`src/rtl/divekick_pkg.sv`:
```
// Shared command/state encodings and default sizing for the divekick input controller.
package divekick_pkg;

  localparam int unsigned CMD_W            = 2;
  localparam int unsigned DEFAULT_COOLDOWN = 8;
  localparam int unsigned DEFAULT_CNT_W    = 4;

  typedef enum logic [CMD_W-1:0] {
    CMD_NONE = 2'b00,
    CMD_DIVE = 2'b01,
    CMD_KICK = 2'b10
  } cmd_t;

  typedef enum logic [1:0] {
    IDLE,
    ISSUE,
    HOLD,
    COOL
  } pstate_t;

endpackage

```
`src/rtl/divekick_input_ctrl_if.sv`:
```
// Key flags in, per-player valid/ack command handshakes out.
interface divekick_input_ctrl_if;
  import divekick_pkg::*;

  logic frame_tick;
  logic game_active;
  logic a_on;
  logic s_on;
  logic k_on;
  logic l_on;
  logic p1_valid;
  cmd_t p1_cmd;
  logic p1_ack;
  logic p2_valid;
  cmd_t p2_cmd;
  logic p2_ack;
  logic p1_busy;
  logic p2_busy;

  // Controller side
  modport slave (
    input  frame_tick, game_active, a_on, s_on, k_on, l_on, p1_ack, p2_ack,
    output p1_valid, p1_cmd, p2_valid, p2_cmd, p1_busy, p2_busy
  );

  // Decoder / consumer side
  modport master (
    output frame_tick, game_active, a_on, s_on, k_on, l_on, p1_ack, p2_ack,
    input  p1_valid, p1_cmd, p2_valid, p2_cmd, p1_busy, p2_busy
  );

endinterface

```
`src/rtl/divekick_player_fsm.sv`:
```
// One fighter's press-to-command logic: key registers, issue/hold/cooldown FSM and
// the valid/ack handshake towards the motion logic.
module divekick_player_fsm
  import divekick_pkg::*;
#(
  parameter int unsigned COOLDOWN_FRAMES = DEFAULT_COOLDOWN,
  parameter int unsigned CNT_W           = DEFAULT_CNT_W
) (
  input  logic Clk,
  input  logic Reset,
  input  logic frame_tick,
  input  logic game_active,
  input  logic dive_key,
  input  logic kick_key,
  input  logic ack,
  output logic valid,
  output cmd_t cmd,
  output logic busy
);

  localparam logic [CNT_W-1:0] COOL_LOAD = CNT_W'(COOLDOWN_FRAMES);

  logic             dive_q;
  logic             kick_q;
  logic             key_any;
  pstate_t          state;
  pstate_t          state_n;
  logic [CNT_W-1:0] cnt;
  logic [CNT_W-1:0] cnt_n;
  logic             valid_n;
  cmd_t             cmd_n;

  assign key_any = dive_q | kick_q;

  // Single input register stage; every decision below looks at the registered keys.
  always_ff @(posedge Clk or posedge Reset) begin
    if (Reset) begin
      dive_q <= 1'b0;
      kick_q <= 1'b0;
    end else begin
      dive_q <= dive_key;
      kick_q <= kick_key;
    end
  end

  // Reset lands in HOLD so a key held through reset must be released first.
  always_ff @(posedge Clk or posedge Reset) begin
    if (Reset) begin
      state <= HOLD;
      cnt   <= '0;
      valid <= 1'b0;
      cmd   <= CMD_NONE;
      busy  <= 1'b1;
    end else begin
      state <= state_n;
      cnt   <= cnt_n;
      valid <= valid_n;
      cmd   <= cmd_n;
      busy  <= (state_n != IDLE);
    end
  end

  always_comb begin
    state_n = state;
    cnt_n   = cnt;
    valid_n = valid;
    cmd_n   = cmd;
    unique case (state)
      IDLE: begin
        if (frame_tick && game_active && key_any) begin
          cmd_n   = dive_q ? CMD_DIVE : CMD_KICK;
          valid_n = 1'b1;
          state_n = ISSUE;
        end
      end
      ISSUE: begin
        // Ack consumes; losing game_active discards. Either way wait for release.
        if (ack || !game_active) begin
          valid_n = 1'b0;
          cmd_n   = CMD_NONE;
          state_n = HOLD;
        end
      end
      HOLD: begin
        if (frame_tick && !key_any) begin
          if (COOLDOWN_FRAMES == 0) begin
            state_n = IDLE;
          end else begin
            cnt_n   = COOL_LOAD;
            state_n = COOL;
          end
        end
      end
      COOL: begin
        if (key_any) begin
          cnt_n   = '0;
          state_n = HOLD;
        end else if (cnt == '0) begin
          state_n = IDLE;
        end else if (frame_tick) begin
          cnt_n = cnt - CNT_W'(1);
          if (cnt_n == '0) state_n = IDLE;
        end
      end
      default: begin
        valid_n = 1'b0;
        cmd_n   = CMD_NONE;
        state_n = HOLD;
      end
    endcase
  end

endmodule

```
`src/rtl/divekick_input_ctrl.sv`:
```
// Two independent player command generators: P1 on a/s keys, P2 on k/l keys.
module divekick_input_ctrl #(
  parameter int unsigned COOLDOWN_FRAMES = 8,
  parameter int unsigned CNT_W           = 4
) (
  input  logic                  Clk,
  input  logic                  Reset,
  divekick_input_ctrl_if.slave  bus
);

  divekick_player_fsm #(
    .COOLDOWN_FRAMES (COOLDOWN_FRAMES),
    .CNT_W           (CNT_W)
  ) u_p1 (
    .Clk         (Clk),
    .Reset       (Reset),
    .frame_tick  (bus.frame_tick),
    .game_active (bus.game_active),
    .dive_key    (bus.a_on),
    .kick_key    (bus.s_on),
    .ack         (bus.p1_ack),
    .valid       (bus.p1_valid),
    .cmd         (bus.p1_cmd),
    .busy        (bus.p1_busy)
  );

  divekick_player_fsm #(
    .COOLDOWN_FRAMES (COOLDOWN_FRAMES),
    .CNT_W           (CNT_W)
  ) u_p2 (
    .Clk         (Clk),
    .Reset       (Reset),
    .frame_tick  (bus.frame_tick),
    .game_active (bus.game_active),
    .dive_key    (bus.k_on),
    .kick_key    (bus.l_on),
    .ack         (bus.p2_ack),
    .valid       (bus.p2_valid),
    .cmd         (bus.p2_cmd),
    .busy        (bus.p2_busy)
  );

endmodule
```
`src/flat_wrapper.sv`:
```
// flat-port wrapper written by rule: the top's interface ports become plain ports
module divekick_input_ctrl_flat 
#(
  parameter int unsigned COOLDOWN_FRAMES = 8,
  parameter int unsigned CNT_W           = 4
)
  (Clk, Reset, bus_frame_tick, bus_game_active, bus_a_on, bus_s_on, bus_k_on, bus_l_on, bus_p1_ack, bus_p2_ack, bus_p1_valid, bus_p1_cmd, bus_p2_valid, bus_p2_cmd, bus_p1_busy, bus_p2_busy);
  divekick_input_ctrl_if bus_i ();
  input  logic Clk;
  input  logic Reset;
  input wire logic [$bits(bus_i.frame_tick)-1:0] bus_frame_tick;
  input wire logic [$bits(bus_i.game_active)-1:0] bus_game_active;
  input wire logic [$bits(bus_i.a_on)-1:0] bus_a_on;
  input wire logic [$bits(bus_i.s_on)-1:0] bus_s_on;
  input wire logic [$bits(bus_i.k_on)-1:0] bus_k_on;
  input wire logic [$bits(bus_i.l_on)-1:0] bus_l_on;
  input wire logic [$bits(bus_i.p1_ack)-1:0] bus_p1_ack;
  input wire logic [$bits(bus_i.p2_ack)-1:0] bus_p2_ack;
  output wire logic [$bits(bus_i.p1_valid)-1:0] bus_p1_valid;
  output wire logic [$bits(bus_i.p1_cmd)-1:0] bus_p1_cmd;
  output wire logic [$bits(bus_i.p2_valid)-1:0] bus_p2_valid;
  output wire logic [$bits(bus_i.p2_cmd)-1:0] bus_p2_cmd;
  output wire logic [$bits(bus_i.p1_busy)-1:0] bus_p1_busy;
  output wire logic [$bits(bus_i.p2_busy)-1:0] bus_p2_busy;
  assign bus_i.frame_tick = bus_frame_tick;
  assign bus_i.game_active = bus_game_active;
  assign bus_i.a_on = bus_a_on;
  assign bus_i.s_on = bus_s_on;
  assign bus_i.k_on = bus_k_on;
  assign bus_i.l_on = bus_l_on;
  assign bus_i.p1_ack = bus_p1_ack;
  assign bus_i.p2_ack = bus_p2_ack;
  assign bus_p1_valid = bus_i.p1_valid;
  assign bus_p1_cmd = bus_i.p1_cmd;
  assign bus_p2_valid = bus_i.p2_valid;
  assign bus_p2_cmd = bus_i.p2_cmd;
  assign bus_p1_busy = bus_i.p1_busy;
  assign bus_p2_busy = bus_i.p2_busy;
  divekick_input_ctrl #(.COOLDOWN_FRAMES(COOLDOWN_FRAMES), .CNT_W(CNT_W)) u_core (.Clk(Clk), .Reset(Reset), .bus(bus_i));
endmodule
```
`config.mk`:
```
export PLATFORM = sky130hd
export DESIGN_NAME = divekick_input_ctrl_flat
export DESIGN_NICKNAME = d
export VERILOG_FILES = /design/src/rtl/divekick_pkg.sv /design/src/rtl/divekick_input_ctrl_if.sv /design/src/rtl/divekick_player_fsm.sv /design/src/rtl/divekick_input_ctrl.sv /design/src/flat_wrapper.sv
export SDC_FILE = /design/constraint.sdc
export NUM_CORES = 1
export LEC_CHECK = 0
export BUFFER_PORTS_ARGS = -buffer_cell sky130_fd_sc_hd__buf_2
export CAP_MARGIN = 20
export CORE_ASPECT_RATIO = 0.9
export CORE_MARGIN = 1.5
export CORE_UTILIZATION = 45
export CTS_BUF_LIST = sky130_fd_sc_hd__clkbuf_2
export CTS_CLUSTER_DIAMETER = 200
export DETAILED_ROUTE_END_ITERATION = 12
export GPL_TIMING_DRIVEN = 0
export MAX_ROUTING_LAYER = met4
export PLACE_DENSITY = 0.64
export SLEW_MARGIN = 10
export SYNTH_ARGS = -nofsm -noshare
export SYNTH_HDL_FRONTEND = slang
export SYNTH_SLANG_ARGS = --single-unit
export TNS_END_PERCENT = 20
```
`constraint.sdc`:
```
create_clock -name Clk -period 2.3 [get_ports Clk]
set_input_delay 0.575 -clock Clk [delete_from_list [all_inputs] [get_ports Clk]]
set_output_delay 0.575 -clock Clk [all_outputs]
set_load 0.01 [all_outputs]
```
Word level (Yosys, flattened, before mapping)
Index checks and enable logic that the tools add are counted.

$add $sub $neg: 2. Equal/unequal tests: 16. Mux-type cells: 40. Bitwise logic cells: 2. Reduce and logical (&&, ||, !) cells: 26.

Operator list (count): 2-to-1 mux 2 bit (20); 2-to-1 mux 4 bit (8); logical NOT 4 bit (4); one-hot mux 2 bit (4 select lines) (2); one-hot mux 4 bit (2 select lines) (2); != test 2 bit (second input constant) (6); != test 3 bit (second input constant) (4); nonzero test 2 bit (6); equality test 2 bit (second input constant) (4); one-hot mux 2 bit (2 select lines) (2); AND reduction 4 bit (2); subtractor 4 x 1 -> 4 bit (second input constant) (2); AND reduction 3 bit (2); logical AND 1 bit (5); equality test 2 x 1 -> 1 bit (second input constant) (2); logical NOT 2 bit (2); 2-to-1 mux 1 bit (4); one-hot mux 1 bit (2 select lines) (2); logical NOT 1 bit (3); logical OR 1 bit (2); OR 1 bit (2).

Bits in registers: 24. Output and inout port bits: 8. Logic and storage cells: 100.

Longest topological paths before layout
Depth after elaboration: 8. Depth in mapped cells: 6.

By module
From an unflattened synthesis, not the netlist that was laid out.

Cell total of the unflattened synthesis: 120. Area, all modules: 1263.7 µm².

Modules (own cells, without submodules): divekick_player_fsm (times used 2, cells each 60, area an instance 631.9 µm²).

Least setup slack after synthesis
No wires, ideal clock.

Kind: register to register. Start: register u_core.u_p1.cnt[0]. End: register u_core.u_p1.busy. Setup time: 101 ps. Data arrival time: 1580 ps. Data required time: 2199 ps. Slack: 618 ps. Cell stages (with the launch flop): 5. Path buffers: 0. Path through: dfrtp_1 or4b_1 or3_1 a211oi_2 o211ai_1.

Word-level cells in the longest chain between the ends: 8. Elaborated cells on any way between the ends: 9.

RTL lines: start: declaration (RTL line divekick_player_fsm.sv:28) `logic [CNT_W-1:0] cnt;`; start signal: assignment (RTL line divekick_player_fsm.sv:56) `cnt <= cnt_n;`; subtractor 4 x 1 -> 4 bit (RTL line divekick_player_fsm.sv:101) `cnt_n = cnt - CNT_W'(1);`; logical NOT 4 bit (RTL line divekick_player_fsm.sv:102) `if (cnt_n == '0) state_n = IDLE;`; 2-to-1 mux 2 bit (RTL line divekick_player_fsm.sv:102); 2-to-1 mux 2 bit (RTL line divekick_player_fsm.sv:100) `end else if (frame_tick) begin`; 2-to-1 mux 2 bit (*) (RTL line divekick_player_fsm.sv:98) `end else if (cnt == '0) begin`; 2-to-1 mux 2 bit (*) (RTL line divekick_player_fsm.sv:95) `if (key_any) begin`; one-hot mux 2 bit (4 select lines) (*) (RTL line divekick_player_fsm.sv:68) `unique case (state)`; nonzero test 2 bit (*) (RTL line divekick_player_fsm.sv:59) `busy <= (state_n != IDLE);`; end signal: assignment (RTL line divekick_player_fsm.sv:59); end: declaration (RTL line divekick_player_fsm.sv:18) `output logic busy`.

Every way passes the cells marked *; elsewhere a longest branch is shown, timed or not. A chain may end at the register's enable or synchronous reset.

Worst setup path after layout
Start: register u_core.u_p1.cnt[0]. End: register u_core.u_p1.state[1].

Word-level cells in the longest chain between the ends: 7. Elaborated cells on any way between the ends: 8.

RTL lines: subtractor 4 x 1 -> 4 bit (RTL line divekick_player_fsm.sv:101); logical NOT 4 bit (RTL line divekick_player_fsm.sv:102); 2-to-1 mux 2 bit (RTL line divekick_player_fsm.sv:102); 2-to-1 mux 2 bit (RTL line divekick_player_fsm.sv:100); 2-to-1 mux 2 bit (*) (RTL line divekick_player_fsm.sv:98); 2-to-1 mux 2 bit (*) (RTL line divekick_player_fsm.sv:95); one-hot mux 2 bit (4 select lines) (*) (RTL line divekick_player_fsm.sv:68); named net u_core.u_p1.state_n[1] (RTL line divekick_player_fsm.sv:27) `pstate_t state_n;`; end signal: assignment (RTL line divekick_player_fsm.sv:55) `state <= state_n;`; end: declaration (RTL line divekick_player_fsm.sv:26) `pstate_t state;`.

The timed path passes the listed nets; every way through them passes the cells marked *.

==> results_dict.tcl <==
set metrics [dict create \
    status "finished clean" \
    power_density_mw_per_mm2 1070 \
    cts.sinks 24 \
    rr_startpoint "u_core.u_p1.cnt[0]" \
    place_ws_ps 493 \
    place_congestion 0.885 \
    avgSynthCellArea_um2 9.56 \
    cp.arrival_ps 2100 \
    place.port_buffers 17 \
    synth_cell_types 39 \
    synth_fp_nets 150 \
    syn_inst 136 \
    worst_slew_pin_slew_ps 883 \
    cts.clk_slew.worst_paths_ps 220 \
    maxSlewHeadroom_pct 41.1 \
    hold_ws_ps 324 \
    grt_pass1_wl_mm 4.24 \
    syn_to_final_growth_pct 11.8 \
    hold_path_depth 1 \
    postRouteAntennaNets 0 \
    worstSetupStartpointType "register" \
    min_to "u_core.u_p2.dive_q" \
    netlist_area_mm2 0.00130 \
    fmaxAchievable_ghz 0.543 \
    drive_above_1_share_pct 17.8 \
    setup_viol 0 \
    dp_hpwl_mm 1.90 \
    die_h_um 54.0 \
    drt-total-wl_mm 2.50 \
    viasPerCell 5.56 \
    period_share_pct 80.1 \
    period_minus_slack_ps 1840 \
    reg2reg_setup_slack_ps 460 \
    cts_resized 0 \
    rsz0062_at_grt "false" \
    irDropWorstVdd_mv 0.537 \
    hold_path_startpoint "bus_k_on" \
    fin_ws_ps 458 \
    worstSetupPathType "reg -> reg" \
    hold_viol 0 \
    firstDrtPassIters 4 \
    gr-total-overflow 0 \
    cts-root-buf "clkbuf_2" \
    seq_area_frac_synth_pct 46.6 \
    drt-initial-drc-count 53 \
    grt_max_degree 25 \
    fp.dieW_um 59.7 \
    coreArea_mm2 0.00275 \
    endpoint_kind "register" \
    crit_fanout 8 \
    r2r_end "u_core.u_p1.state[1]" \
    grt_pass1_vias 1003 \
    htree_levels 1 \
    track_usage_pct 18.1 \
    die_area_mm2 0.00322 \
    fin_setup_tns_ps 0 \
    antenna_found_initial 0 \
    leakage_nw 0.665 \
    skew_ps 8.96 \
    synthFlopType "dfrtp_1" \
    cts_buffers 3 \
    post_cts_buffers 0 \
    cts_tree "built" \
    drv_cap 0 \
    vias 1095 \
    min_path_type "in -> reg" \
    rows 18 \
    num-nets-final 172 \
    async_flop_share_pct 100 \
    wl_per_cell_um 12.7 \
    fillers 268 \
    yosysWarningCount 0 \
    synth-seq-cells 24 \
    cts_buffer_depth 2 \
    rr_worst_depth 4 \
    io_pins 18 \
    floorplan.initialDensity_pct 47.3 \
    antenna_cells 0 \
    clock_latency_ps 330 \
    hold_buffers 0 \
    crit_required_ps 2560 \
    slew_viol_final 0 \
    synth_edf_count 0 \
    drcViolationCount 0 \
]
## worst max-delay path: stages, from the launching register on
cell      delay (ps)
dfrtp_1          500
or4b_1           570
or3_1            360
a211oi_2         220
o21ai_0          130
## Yosys cell counts (all sizes together) (2+ instances only)
library cell,n,area [um2]
and3,2,12.5
xnor2,2,17.5
o211ai,3,22.5
a21oi,4,20.0
a22o,4,35.0
nand2,13,48.8
nor3b,2,15.0
a31oi,3,18.8
nor2,9,33.8
mux2i,3,30.0
a41o,2,20.0
or3,2,12.5
o31ai,2,15.0
or2,3,18.8
dfstp,4,105
nor3,4,20.0
nand4bb,2,22.5
nand2b,3,18.8
clkbuf,3,11.3
o21ai,14,70.1
inv,12,45.0
dfrtp,20,500
ha,4,50.1
## how the worst max path moves through the flow
stage | endpoint | from | cells past startpoint
2_1_floorplan | u_core.u_p1.busy | u_core.u_p1.cnt[0] | 4
3_3_place_gp | u_core.u_p1.state[1] | u_core.u_p1.cnt[0] | 4
3_5_place_dp | u_core.u_p1.state[1] | u_core.u_p1.cnt[0] | 4
4_1_cts | u_core.u_p1.state[1] | u_core.u_p1.cnt[0] | 4
5_1_grt | u_core.u_p1.state[1] | u_core.u_p1.cnt[0] | 4
6_report | u_core.u_p1.state[1] | u_core.u_p1.cnt[0] | 4
## kinds of logic after synthesis
logic type      after synthesis  share of synthesized area [%]
mux                           3                           2.31
fa+ha+maj                     4                           3.85
flops                        24                           46.6
simple gates                 45                           18.6
compound gates               43                           23.0
xor+xnor                      2                           1.35
buf+inv                      15                           4.33
## state kept, by name, summed over array words and instances, names as in the netlist
register / count
u_core.u_p1.dive_q: 1
u_core.u_p2.cmd: 2
u_core.u_p2.busy: 1
u_core.u_p2.kick_q: 1
u_core.u_p1.cmd: 2
u_core.u_p2.valid: 1
u_core.u_p1.busy: 1
u_core.u_p2.dive_q: 1
u_core.u_p1.kick_q: 1
u_core.u_p1.cnt: 4
u_core.u_p2.state: 2
u_core.u_p1.valid: 1
u_core.u_p2.cnt: 4
u_core.u_p1.state: 2
## cell type report
type	count	area, um2	share of cell area, %
plain buffers	3	11.3	0.775
multi-input cells	97	638	43.9
flip-flops and latches	24	606	41.7
well taps	40	50.0	3.44
clock buffers	3	15.0	1.03
repair buffers	17	85.1	5.85
clock inverters	1	3.75	0.258
inverters	12	45.0	3.10
## through the flow
step / cell area (um2) / cells / util [%] / power, mW
after floorplan: 1300 / 136 / - / 1.21
after global placement: 1440 / 193 / 52.2 / 1.39
after detailed placement: 1440 / 193 / 52.2 / 1.41
after CTS: 1450 / 197 / 52.9 / 1.58
after global routing: 1450 / 197 / 52.9 / 1.72
final: 1450 / 197 / 52.9 / 1.56
## metal layers
metal	track usage [%]	vias to the layer above	routed length (um)	share of wire, %
li1	-	538	-	-
met3	5.29	7	125	5.0
met1	22.5	523	1140	46
met5	-	-	0	0
met4	5.56	0	27	1.1
met2	28.6	27	1200	48
## report_power, final
group	switching (mW)	internal, mW	total, mW
clock network	0.121	0.0378	0.159
logic	0.373	0.313	0.686
registers	0.131	0.584	0.715
total	0.626	0.935	1.56
## cell usage in the layout, fill, tap and decap left out, drive strengths merged, types with 4 or more instances in the layout
master | Yosys | layout
dfrtp | 20 | 20
buf | 0 | 17
o21ai | 14 | 14
nand2 | 13 | 13
inv | 12 | 12
nor2 | 9 | 9
clkbuf | 3 | 6
nor3 | 4 | 4
a22o | 4 | 4
a21oi | 4 | 4
ha | 4 | 4
dfstp | 4 | 4
(Power assumes the default switching activity.)
